`src/rtl/bla_pkg.sv`:
```
// Shared constants, group-count helper and per-stage record for the borrow-lookahead subtractor.
// Latency: none (types and constant functions only).
// Backpressure: not applicable.
package bla_pkg;

    localparam int BLA_SIZE     = 16;
    localparam int BLA_SUBSIZE  = 4;
    // Widest operand a stage record can carry; narrower builds leave the top bits at zero.
    localparam int BLA_MAX_SIZE = 64;

    // One pipeline stage: valid, borrow leaving the last resolved group, diff groups
    // resolved so far, and the operands still waiting to be resolved further down.
    typedef struct packed {
        logic                    vld;
        logic                    brw;
        logic [BLA_MAX_SIZE:1]   dif;
        logic [BLA_MAX_SIZE:1]   opa;
        logic [BLA_MAX_SIZE:1]   opb;
    } bla_stage_t;

    function automatic int bla_groups(input int size, input int subsize);
        return size / subsize;
    endfunction

    // Used at elaboration to reject widths that do not split evenly or overflow the record.
    function automatic bit bla_cfg_ok(input int size, input int subsize);
        return (subsize > 0) && (size >= subsize) && (size % subsize == 0) &&
               (size <= BLA_MAX_SIZE);
    endfunction

endpackage

```
`src/rtl/bla_group_stage.sv`:
```
// Combinational borrow lookahead across one SUBSIZE-bit group of a subtraction.
// Latency: 0 cycles (pure logic, registered by the caller).
// Backpressure: none; caller owns all state and stalling.
// Ports: g/p per-bit borrow generate/propagate, bin borrow into bit 1,
//        diff resolved group bits, bout borrow out of the top bit.
module bla_group_stage #(
    parameter int SUBSIZE = 4
) (
    input  logic [SUBSIZE:1] g,
    input  logic [SUBSIZE:1] p,
    input  logic             bin,
    output logic [SUBSIZE:1] diff,
    output logic             bout
);

    logic [SUBSIZE+1:1] brw;
    logic               term;

    // Borrow into bit i as a flat sum of products: bin propagated through every
    // lower bit, OR any lower generate propagated through the bits above it.
    always_comb begin
        brw  = '0;
        term = 1'b0;
        for (int i = 1; i <= SUBSIZE + 1; i++) begin
            term = bin;
            for (int j = 1; j < i; j++) begin
                term = term & p[j];
            end
            brw[i] = term;
            for (int j = 1; j < i; j++) begin
                term = g[j];
                for (int m = j + 1; m < i; m++) begin
                    term = term & p[m];
                end
                brw[i] = brw[i] | term;
            end
        end
    end

    // a ^ b is the inverse of propagate, so diff = ~p ^ borrow-in.
    always_comb begin
        diff = '0;
        for (int i = 1; i <= SUBSIZE; i++) begin
            diff[i] = ~p[i] ^ brw[i];
        end
    end

    assign bout = brw[SUBSIZE+1];

endmodule

```
`src/rtl/bla_subtractor.sv`:
```
// Pipelined borrow-lookahead subtractor, diff = a - b - bin, one SUBSIZE group per stage.
// Latency: SIZE/SUBSIZE cycles from accept to out_valid; one result per cycle sustained.
// Backpressure: global stall when out_valid && !out_ready; in_ready = !stall, whole pipe freezes.
// Ports: clk, rst_n (async active-low); in_valid/in_ready with a, b, bin;
//        out_valid/out_ready with diff, bout; ovf and zero only when BLA_SUB_FLAGS_EN is defined.
module bla_subtractor
    import bla_pkg::*;
#(
    parameter int SIZE    = BLA_SIZE,
    parameter int SUBSIZE = BLA_SUBSIZE
) (
    input  logic          clk,
    input  logic          rst_n,
    input  logic          in_valid,
    output logic          in_ready,
    input  logic [SIZE:1] a,
    input  logic [SIZE:1] b,
    input  logic          bin,
    output logic          out_valid,
    input  logic          out_ready,
    output logic [SIZE:1] diff,
    output logic          bout
`ifdef BLA_SUB_FLAGS_EN
    ,
    output logic          ovf,
    output logic          zero
`endif
);

    localparam int G = bla_groups(SIZE, SUBSIZE);

    if (!bla_cfg_ok(SIZE, SUBSIZE)) begin : g_cfg_err
        $error("bla_subtractor: SIZE must be a multiple of SUBSIZE and at most BLA_MAX_SIZE");
    end

    bla_stage_t       src0;
    bla_stage_t       prev_w   [1:G];
    bla_stage_t       stage_d  [1:G];
    bla_stage_t       stage_q  [1:G];
    logic [SUBSIZE:1] grp_g    [1:G];
    logic [SUBSIZE:1] grp_p    [1:G];
    logic [SUBSIZE:1] grp_dif  [1:G];
    logic             grp_bin  [1:G];
    logic             grp_bout [1:G];
    logic             stall;

    assign stall    = stage_q[G].vld & ~out_ready;
    assign in_ready = ~stall;

    // Incoming operands packaged as a virtual stage 0.
    always_comb begin
        src0              = '0;
        src0.vld          = in_valid;
        src0.brw          = bin;
        src0.opa[SIZE:1]  = a;
        src0.opb[SIZE:1]  = b;
    end

    for (genvar k = 1; k <= G; k++) begin : g_stage
        localparam int LO = (k - 1) * SUBSIZE + 1;
        localparam int HI = k * SUBSIZE;

        if (k == 1) begin : g_first
            assign prev_w[k] = src0;
        end else begin : g_next
            assign prev_w[k] = stage_q[k-1];
        end

        assign grp_g[k]   = ~prev_w[k].opa[HI:LO] & prev_w[k].opb[HI:LO];
        assign grp_p[k]   = ~(prev_w[k].opa[HI:LO] ^ prev_w[k].opb[HI:LO]);
        assign grp_bin[k] = prev_w[k].brw;

        bla_group_stage #(
            .SUBSIZE (SUBSIZE)
        ) u_grp (
            .g    (grp_g[k]),
            .p    (grp_p[k]),
            .bin  (grp_bin[k]),
            .diff (grp_dif[k]),
            .bout (grp_bout[k])
        );
    end

    // Each stage takes the previous record, fills in its own diff group and
    // replaces the borrow; operands ride along so the MSBs reach the last stage.
    always_comb begin
        for (int k = 1; k <= G; k++) begin
            stage_d[k]     = prev_w[k];
            stage_d[k].brw = grp_bout[k];
            stage_d[k].dif[(k-1)*SUBSIZE+1 +: SUBSIZE] = grp_dif[k];
            if (stall) begin
                stage_d[k] = stage_q[k];
            end
        end
    end

    always_ff @(posedge clk or negedge rst_n) begin
        if (!rst_n) begin
            for (int k = 1; k <= G; k++) begin
                stage_q[k] <= '0;
            end
        end else begin
            for (int k = 1; k <= G; k++) begin
                stage_q[k] <= stage_d[k];
            end
        end
    end

    assign out_valid = stage_q[G].vld;
    assign diff      = stage_q[G].dif[SIZE:1];
    assign bout      = stage_q[G].brw;

`ifdef BLA_SUB_FLAGS_EN
    logic ovf_d;
    logic ovf_q;
    logic zero_d;
    logic zero_q;

    // Flags load together with the final stage so they add no latency; when
    // stalled stage_d[G] is the held record, so the flags hold as well.
    always_comb begin
        ovf_d  = stage_d[G].vld &
                 (stage_d[G].opa[SIZE] != stage_d[G].opb[SIZE]) &
                 (stage_d[G].dif[SIZE] != stage_d[G].opa[SIZE]);
        zero_d = stage_d[G].vld & (stage_d[G].dif[SIZE:1] == '0);
    end

    always_ff @(posedge clk or negedge rst_n) begin
        if (!rst_n) begin
            ovf_q  <= 1'b0;
            zero_q <= 1'b0;
        end else begin
            ovf_q  <= ovf_d;
            zero_q <= zero_d;
        end
    end

    assign ovf  = ovf_q;
    assign zero = zero_q;
`endif

endmodule

```
`config.mk`:
```
export PLATFORM = sky130hd
export DESIGN_NAME = bla_subtractor
export DESIGN_NICKNAME = d
export VERILOG_FILES = /design/src/rtl/bla_pkg.sv /design/src/rtl/bla_group_stage.sv /design/src/rtl/bla_subtractor.sv
export SDC_FILE = /design/constraint.sdc
export NUM_CORES = 1
export LEC_CHECK = 0
export CORE_MARGIN = 1
export CORE_UTILIZATION = 55
export CTS_CLUSTER_DIAMETER = 200
export DETAILED_ROUTE_END_ITERATION = 10
export PLACE_DENSITY = 0.8
export REMOVE_ABC_BUFFERS = 1
export SLEW_MARGIN = 0
export SYNTH_ARGS = -nofsm -noshare
export SYNTH_HDL_FRONTEND = slang
export SYNTH_SLANG_ARGS = --single-unit
```
`constraint.sdc`:
```
create_clock -name clk -period 1.8 [get_ports clk]
set_input_delay 0.27 -clock clk [delete_from_list [all_inputs] [get_ports clk]]
set_output_delay 0.27 -clock clk [all_outputs]
set_load 0.1 [all_outputs]
```
==> results.py <==
metrics = {
    "cts": {
        "clk-insertion-delay-late_ps": 360,
        "cts_max_level": 3,
        "path_clk_slew_ps": 90,
        "cts_tree": "built",
        "cts_buffer_depth": 2,
        "cts-root-buf": "clkbuf_8",
        "cts_buffers": 9,
        "clock-sinks": 96,
    },
    "routing": {
        "final_antenna_net_count": 0,
        "drt_first_pass_iters": 4,
        "wire_per_inst_um": 11.4,
        "wl_met1_um": 3050,
        "via_per_inst": 4.95,
        "drt_iter0_drc": 102,
        "via_count": 3031,
        "route.met3.wl_um": 211,
        "wl_met2_um": 3570,
        "wl_um": 6970,
        "drcViolationCount": 0,
        "topRoutingLayerUsed": "met4",
    },
    "timing": {
        "fin_crit_ps": 1720,
        "drv_slew": 0,
        "max_slew_margin_pct": 79.9,
        "worstMarginPinSlew_ps": 302,
        "fmax_mhz": 580,
        "grt_setup_unrepaired": "false",
        "whs_ps": 241,
        "setup_viol_count_final": 0,
        "period_share_pct": 95.8,
        "hold_viol_final": 0,
        "fin_worst_skew_ps": 9.73,
    },
    "global_routing": {
        "gr-usage-all-layers_pct": 19.9,
        "grt_max_degree": 60,
        "grt_pass1_vias": 2858,
        "overflow": 0,
        "grt_pass1_wl_um": 11900,
        "antenna_found_initial": 0,
    },
    "power_and_ir_drop": {
        "peakVddDrop_mv": 0.722,
        "p_per_area_nw_per_um2": 1880,
        "p_leak_nw": 2.66,
    },
    "cells_and_area": {
        "final_nets": 569,
        "area_delta_synth_final_pct": 21.6,
        "drive_gt1_share_pct": 10.3,
        "fin_cells": 612,
        "diodes": 0,
    },
    "synthesis": {
        "avgSynthCellArea_um2": 9.32,
        "synth_seq_cells": 96,
        "syn_inst": 449,
        "syn_area_um2": 4180,
        "synth_cell_types": 21,
        "ys_seq_area_share_pct": 57.4,
        "ys_warn_count": 0,
    },
    "placement": {
        "globalplace.congestion": 0.762,
        "portBuffers": 55,
        "dp_cells": 594,
        "dp_hpwl_um": 4890,
    },
    "setup_path": {
        "r2r_cells": 5,
        "worstSetupPathType": "reg -> reg",
        "endpoint_kind": "flip-flop",
        "r2r_start": "prev_w[392]",
        "critPathMaxFanout": 3,
        "r2r-end": "prev_w[329]",
        "startpoint_type": "flip-flop",
        "rrSetupSlack_ps": 80,
        "crit_arrival_ps": 2010,
        "critPathRequiredTime_ps": 2080,
    },
    "run": {
        "drv_cap": 0,
    },
    "die": {
        "die-area_um2": 7960,
        "fp.dieW_um": 89.2,
        "die_h_um": 89.2,
        "fp.coreArea_um2": 7290,
        "ioPinCount": 56,
        "start_util_pct": 57.4,
        "rows": 31,
    },
    "worst_hold_path": {
        "min_path_type": "in -> async",
    },
    "status": {
        "outcome": "complete, no violations",
    },
}
layout by cell type (no fill, tap or decap), types with 3 or more instances in the layout:
cell type        synthesis  final
clkdlybuf4s50_1          0     35
a21o_1                   4      4
o21ai_0                 20     20
xor2_1                   4      4
buf_4                    5     26
nor2_1                  24     24
buf_12                   0      7
o21a_1                   4      4
ha_1                    20     20
a21oi_1                 12     12
a31oi_1                  8      8
o211a_1                  4      4
clkbuf_8                 0     10
or3_1                    8      8
nand2_1                201    201
dfrtp_1                 96     96
clkinv_4                 0      3
inv_1                   16     14
fa_1                     4      4
registers in the layout, indices dropped and copies added, names as in the netlist:
name       count
out_valid      1
bout           1
prev_w        75
grp_bin        3
diff          16
report_power, final:
part | total, mW | internal, mW | switching (mW)
clock | 1.42 | 0.684 | 0.734
sequential | 3.59 | 3.10 | 0.495
combinational | 4.54 | 1.46 | 3.08
total | 9.55 | 5.24 | 4.31
cells by family (layout without fill, tap and decap cells):
logic type               after synthesis  after routing  share of synthesized area [%]
AO/OA/AOI/OAI                         52             52                           7.42
adder cells (fa/ha/maj)               24             24                           7.90
XOR/XNOR                               4              4                          0.837
buffers and inverters                 38            102                           4.73
AND/OR/NAND/NOR                      235            235                           21.7
flip-flops                            96             96                           57.4
repair_timing:
action	4_1_cts	5_1_grt
resized for setup	0	2
endpoints found under the hold margin	96	0
endpoints found under the setup margin	0	3
hold buffers	1	0
setup buffers	0	1
cells in the mapped netlist (all sizes together):
cell,count,area (um2)
ha,20,250
o21ai,20,100
nor2b,1,6.26
clkbuf,4,15.0
a31oi,8,50.1
inv,17,66.3
dfrtp,96,2400
nand2b,1,6.26
a21o,4,30.0
fa,4,80.1
o21a,4,30.0
or3,8,50.1
o211a,4,40.0
a21oi,12,60.1
nor2,24,90.1
xor2,4,35.0
nand2,201,754
buf,17,116
worst max path at each step:
stage | from | to | slack [ps] | cells past startpoint
2_1_floorplan | out_valid | diff[15] | -3200 | 4
3_3_place_gp | a[1] | prev_w[519] | -230 | 7
3_5_place_dp | a[1] | prev_w[519] | -260 | 7
4_1_cts | prev_w[202] | prev_w[139] | 30 | 5
5_1_grt | prev_w[392] | prev_w[329] | 7 | 5
6_report | prev_w[392] | prev_w[329] | 80 | 5
metal layers:
metal	vias up	track usage, %
li1	1530	-
met1	1443	22.8
met2	47	35.4
met3	11	4.52
met4	0	9.09
met5	-	0
through the flow:
step                util, %  TNS (ps)  worst slack, ps  instance area, um2  power [mW]
finish                 69.7         0             76.5                5080        9.55
floorplan                 -   -305580            -3200                4050        6.98
global route           69.7         0             6.82                5080        10.3
detailed placement     66.7      -624             -261                4860        8.21
CTS                    69.6         0             31.4                5080        9.65
global placement       66.7      -463             -225                4860        8.02
worst max-delay path, stage by stage, from the launching register on:
cell     delay (ps)
dfrtp_1         420
ha_1            310
ha_1            220
o211a_1         210
or3_1           330
a31oi_1         160
layout make-up:
| class | count | area (um2) |
|---|---|---|
| Timing Repair Buffer | 69 | 696 |
| Clock inverter | 6 | 68.8 |
| Tap cell | 99 | 124 |
| Multi-Input combinational cell | 315 | 1590 |
| Inverter | 17 | 66.3 |
| Fill cell | 593 | 2210 |
| Clock buffer | 10 | 138 |
| Sequential cell | 96 | 2400 |
No activity file was read; power rests on OpenSTA's default activity.
